File: src/rtl/mips_core_pkg.sv
// Shared core types for the misprediction recovery path: active-list
// geometry, index type and the recovery FSM state encoding.
package mips_core_pkg;

   localparam int unsigned AL_DEPTH = 32;
   localparam int unsigned AL_IDX_W = $clog2(AL_DEPTH);

   typedef logic [AL_IDX_W-1:0] AlIndex;

   typedef enum logic [1:0] {
      IDLE   = 2'd0,
      SQUASH = 2'd1,
      WALK   = 2'd2,
      DONE   = 2'd3
   } RecoveryState;

endpackage

File: src/rtl/al_age_compare.sv
// Active-list age comparator: a_older is set when entry a was allocated
// before entry b, measuring age as distance from the current head.
module al_age_compare #(
   parameter int unsigned AL_IDX_W = 5
) (
   input  logic [AL_IDX_W-1:0] al_head,
   input  logic [AL_IDX_W-1:0] a,
   input  logic [AL_IDX_W-1:0] b,
   output logic                a_older
);
   import mips_core_pkg::*;

   logic [AL_IDX_W-1:0] age_a;
   logic [AL_IDX_W-1:0] age_b;

   // Ages wrap through index-width truncation, so the head is always age 0.
   always_comb begin
      age_a   = a - al_head;
      age_b   = b - al_head;
      a_older = (age_a < age_b);
   end

endmodule

File: src/rtl/recovery_sequencer.sv
// Misprediction recovery sequencer: squashes the instruction queue, walks
// the active list from tail back to the kept entry restoring the map table
// and freeing tags, then rewinds the tail and signals end of flush.
// Optional feature macro: RECOVERY_STATS_EN adds saturating stat counters.
module recovery_sequencer #(
   parameter int unsigned AL_DEPTH = 32,
   parameter int unsigned AL_IDX_W = $clog2(AL_DEPTH),
   parameter int unsigned PHYS_W   = 6
) (
   input  logic                clk,
   input  logic                rst,
   input  logic                flush_req,
   input  logic [AL_IDX_W-1:0] flush_idx,
   input  logic [AL_IDX_W-1:0] al_head,
   input  logic [AL_IDX_W-1:0] al_tail,
   output logic [AL_IDX_W-1:0] al_rd_idx,
   input  logic                al_rd_uses_rw,
   input  logic [4:0]          al_rd_arch,
   input  logic [PHYS_W-1:0]   al_rd_prev_phys,
   input  logic [PHYS_W-1:0]   al_rd_new_phys,
   output logic                map_restore_en,
   output logic [4:0]          map_restore_arch,
   output logic [PHYS_W-1:0]   map_restore_phys,
   output logic                free_push_en,
   output logic [PHYS_W-1:0]   free_push_tag,
   output logic                iq_flush,
   output logic                iq_block,
   output logic                al_set_tail,
   output logic [AL_IDX_W-1:0] al_new_tail,
   output logic                end_flush,
`ifdef RECOVERY_STATS_EN
   output logic [15:0]         stat_flushes,
   output logic [15:0]         stat_squashed,
`endif
   output logic                busy
);
   import mips_core_pkg::*;

   localparam logic [AL_IDX_W-1:0] IDX_ONE = 1;

   RecoveryState        state;
   logic [AL_IDX_W-1:0] bound;
   logic [AL_IDX_W-1:0] wptr;

   logic                req_older;
   logic                nested_accept;
   logic [AL_IDX_W-1:0] eff_bound;
   logic [AL_IDX_W-1:0] wptr_dec;
   logic                walking;

   al_age_compare #(.AL_IDX_W(AL_IDX_W)) u_age (
      .al_head (al_head),
      .a       (flush_idx),
      .b       (bound),
      .a_older (req_older)
   );

   // Nested-flush acceptance and the bound used by this cycle's exit check.
   always_comb begin
      nested_accept = flush_req && req_older && (state == SQUASH || state == WALK);
      eff_bound     = nested_accept ? flush_idx : bound;
      wptr_dec      = wptr - IDX_ONE;
      walking       = (state == WALK);
   end

   // Active-list read and rollback writes, combinational from read data.
   always_comb begin
      al_rd_idx        = walking ? wptr : '0;
      map_restore_en   = walking && al_rd_uses_rw;
      map_restore_arch = map_restore_en ? al_rd_arch : '0;
      map_restore_phys = map_restore_en ? al_rd_prev_phys : '0;
      free_push_en     = map_restore_en;
      free_push_tag    = map_restore_en ? al_rd_new_phys : '0;
   end

   // Recovery FSM; control outputs are registered alongside the next state.
   always_ff @(posedge clk) begin
      if (rst) begin
         state       <= IDLE;
         bound       <= '0;
         wptr        <= '0;
         iq_flush    <= 1'b0;
         iq_block    <= 1'b0;
         busy        <= 1'b0;
         al_set_tail <= 1'b0;
         al_new_tail <= '0;
         end_flush   <= 1'b0;
      end else begin
         iq_flush    <= 1'b0;
         al_set_tail <= 1'b0;
         al_new_tail <= '0;
         end_flush   <= 1'b0;
         case (state)
            IDLE: begin
               if (flush_req) begin
                  bound    <= flush_idx;
                  wptr     <= al_tail - IDX_ONE;
                  state    <= SQUASH;
                  iq_flush <= 1'b1;
                  iq_block <= 1'b1;
                  busy     <= 1'b1;
               end
            end
            SQUASH: begin
               bound <= eff_bound;
               if (wptr == eff_bound) begin
                  state       <= DONE;
                  al_set_tail <= 1'b1;
                  al_new_tail <= eff_bound + IDX_ONE;
                  end_flush   <= 1'b1;
               end else begin
                  state <= WALK;
               end
            end
            WALK: begin
               bound <= eff_bound;
               wptr  <= wptr_dec;
               if (wptr_dec == eff_bound) begin
                  state       <= DONE;
                  al_set_tail <= 1'b1;
                  al_new_tail <= eff_bound + IDX_ONE;
                  end_flush   <= 1'b1;
               end
            end
            DONE: begin
               state    <= IDLE;
               iq_block <= 1'b0;
               busy     <= 1'b0;
            end
            default: state <= IDLE;
         endcase
      end
   end

`ifdef RECOVERY_STATS_EN
   // Saturating counters of accepted flushes and walked entries.
   always_ff @(posedge clk) begin
      if (rst) begin
         stat_flushes  <= '0;
         stat_squashed <= '0;
      end else begin
         if (state == IDLE && flush_req && stat_flushes != '1)
            stat_flushes <= stat_flushes + 16'd1;
         if (walking && stat_squashed != '1)
            stat_squashed <= stat_squashed + 16'd1;
      end
   end
`endif

endmodule

File: config.mk
export PLATFORM = sky130hd
export DESIGN_NAME = recovery_sequencer
export DESIGN_NICKNAME = d
export VERILOG_FILES = /design/src/rtl/mips_core_pkg.sv /design/src/rtl/al_age_compare.sv /design/src/rtl/recovery_sequencer.sv
export SDC_FILE = /design/constraint.sdc
export NUM_CORES = 1
export LEC_CHECK = 0
export CELL_PAD_IN_SITES_DETAIL_PLACEMENT = 1
export CELL_PAD_IN_SITES_GLOBAL_PLACEMENT = 2
export CORE_UTILIZATION = 23
export CTS_BUF_LIST = sky130_fd_sc_hd__clkbuf_2 sky130_fd_sc_hd__clkbuf_4 sky130_fd_sc_hd__clkbuf_8
export CTS_CLUSTER_DIAMETER = 40
export DETAILED_ROUTE_END_ITERATION = 12
export PLACE_DENSITY_LB_ADDON = 0.1
export SLEW_MARGIN = 15
export SYNTH_ARGS = -nofsm -noshare
export SYNTH_HDL_FRONTEND = slang
export SYNTH_SLANG_ARGS = --single-unit
File: constraint.sdc
create_clock -name clk -period 3.84 [get_ports clk]
set_input_delay 0.576 -clock clk [delete_from_list [all_inputs] [get_ports clk]]
set_output_delay 0.576 -clock clk [all_outputs]
set_load 0.02 [all_outputs]
==> metrics.cfg <==
[sta]
slew_viol_final=0
timing.hold.ws_ns=0.536
slew_headroom_pct=51.4
fin_crit_sh_pct=95.7
setup_viol=0
worstMarginPinSlew_ns=0.725
finalHoldViolations=0
finalWorstSetupSlack_ns=0.164
fin_skew_ns=0.00544
max_freq_mhz=272
period_needed_ns=3.68

[power_and_ir_drop]
max-vdd-ir-drop_mv=0.321
powerDensity_nw_per_um2=731
leakage_nw=1.33

[cells_and_area]
fillers=905
syn2layout_area_growth_pct=64.6
fin_cells=414
multi_input_area_um2=1460
diodes=0
fin_nets=370
seq_area_um2=400
drive_gt1_share_pct=23.1

[detailed_routing]
route.detailed.drc=0
wl_met2_um=2790
route.met3.wl_um=275
antenna_left=0
post_drt_wl_per_cell_um=14.3
wl_met1_um=2750
first_pass_iters=4
drt_iter0_drc=24
vias=1859
routed_wl_um=5910
maxUsedRoutingLayer=met4
via_per_inst=4.49

[yosys]
yosys-top-cells-count=nor2_1 (25), dfxtp_1 (20), ha_1 (19), inv_1 (18), and3_1 (17)
ys_seq_area_share_pct=21.8
syn-num-nets=275
yosys.area.top_type=dfxtp_1
synthDistinctLibCells=44
synth.area.top_cells=dfxtp_1 (22%), ha_1 (13%), and3_1 (5.8%)
syn-cell-area_um2=1840
syn_avg_cell_area_um2=8.44
synth_ff_type=dfxtp_1
ys_seq_elements=20
post-synth-top-count-cell=nor2_1
async_flop_share_pct=0
yosysTopAreaCellShare_pct=21.8
syn_inst=218
yosysWarnings=0
synth_edf_count=0

[die]
die_h_um=91.5
io_pins=70
start_util_pct=23.8
num_rows=32
die_area_um2=8360
core_um2=7730
die_w_um=91.5

[grt]
grt_overflow=0
grt_pass1_wl_um=9650
grt_pass1_vias=1876
track_usage_pct=14.7
antenna_found_initial=0
grt_max_degree=20

[critical_path]
cp.buffers_inverters=3
cp-start-kind=primary input
crit_top_cell=ha_4
rrSetupSlack_ns=0.21
crit_chain=clkdlybuf4s50_1 > inv_2 > ha_4 > a21o_1 > a21oi_2 > xnor2_2 > ha_4 > and3b_2 > nand2_4 > a21oi_4 > mux2i_2 > xnor3_2 > o41ai_4 > buf_4 > nor2_1 > and4bb_1
worstPathRequired_ns=4.06
endpoint_kind=flip-flop
worstPathMaxFanout=4
crit_slowest_cell=clkdlybuf4s50_1
crit_type=primary input to flip-flop
arrival_ns=3.90
cp_top_family=compound AO/OA/AOI/OAI gates
critPathMaxStageDelay_ns=0.47

[clocking]
clk_pin_slew_ns=0.09
clock_sinks=20
cts_hold_buf=0
clockBufferDepth=2
clk_latency_ns=0.27
cts-buffers-inserted=3
clockRootBuffer=clkbuf_8
tritoncts=done
htree_num_levels=1

[place]
dp.cells=405
globalplace.congestion=0.697
portBuffers=69
place_ws_ns=-0.643
dp_hpwl_um=4780

[run_status]
status=finished, final reports clean

[min_path]
hp-class=flip-flop to flip-flop

[flow_run]
maxCapViolCount=0

==> per-layer routing <==
metal  track usage [%]  vias to the layer above
met4              4.50                        0
met2              25.2                       44
met5                 0                        -
met3              2.09                        7
li1                  -                      939
met1              18.9                      869
==> state kept, by name, summed over array words and instances, names as in the netlist <==
name	flops
al_new_tail	5
wptr	5
busy	1
end_flush	1
state	2
bound	5
iq_flush	1
==> metrics by stage <==
step	total power [mW]	TNS (ns)	instance area, um^2	util (%)
CTS	2.15	0	2940	38.0
global placement	1.81	-4.33	2800	36.2
global route	2.41	-0.0325	3030	39.2
finish	2.22	0	3030	39.2
floorplan	1.29	0	1840	-
detailed placement	1.82	-4.94	2800	36.2
==> cell usage in the layout, fill, tap and decap left out, drive strengths merged, types with 8 or more instances in the layout <==
cell / synthesis / routed
clkdlybuf4s50: 0 / 65
buf: 3 / 29
nor2: 25 / 25
dfxtp: 20 / 20
ha: 19 / 19
inv: 18 / 18
and3: 17 / 17
a21oi: 14 / 14
nand2: 11 / 11
xnor2: 11 / 11
o21ai: 10 / 10
xor2: 9 / 9
mux2i: 9 / 9
nor3: 8 / 8
==> cell families after synthesis <==
| family | synth area share (%) |
|---|---|
| adders and majority gates | 15.1 |
| buffers and inverters | 5.91 |
| AOI/OAI and AO/OA | 15.6 |
| xor gates and xnor gates | 12.4 |
| and+or+nand+nor | 23.5 |
| DFF | 21.8 |
| muxes | 5.78 |
==> worst paths after layout <==
check,cells past startpoint,endpoint,startpoint
setup / recovery,16,state[0]$_SDFFE_PP0P_,al_head[2]
hold / removal,2,busy$_SDFFE_PP0P_,busy$_SDFFE_PP0P_
setup reg to reg,17,state[0]$_SDFFE_PP0P_,bound[0]$_SDFFE_PP0P_
hold reg to reg,2,busy$_SDFFE_PP0P_,busy$_SDFFE_PP0P_
==> repair_timing <==
action                                  CTS  global route
cloned                                    0             0
endpoints found under the hold margin     0             0
resized for setup                        17            21
buffers inserted                          3             2
pin swaps                                 8            13
endpoints found under the setup margin    8             8
==> tightest hold or removal path, stage by stage, from the launching register on <==
cell and delay (ns):
dfxtp_1 0.36, a21oi_1 0.07, nor2_1 0.07
==> cell type report <==
type / count / area share [%]
clock buffers: 3 / 1.36
clock inverters: 1 / 0.991
inverters: 18 / 2.23
multi-input cells: 172 / 48.2
flip-flops and latches: 20 / 13.2
well taps: 102 / 4.21
repair buffers: 98 / 29.8
==> where the power goes <==
part,switching (mW),total (mW),internal (mW)
registers,0.0730,0.339,0.266
logic,0.839,1.65,0.814
clock network,0.0848,0.224,0.140
(Power assumes the default switching activity.)
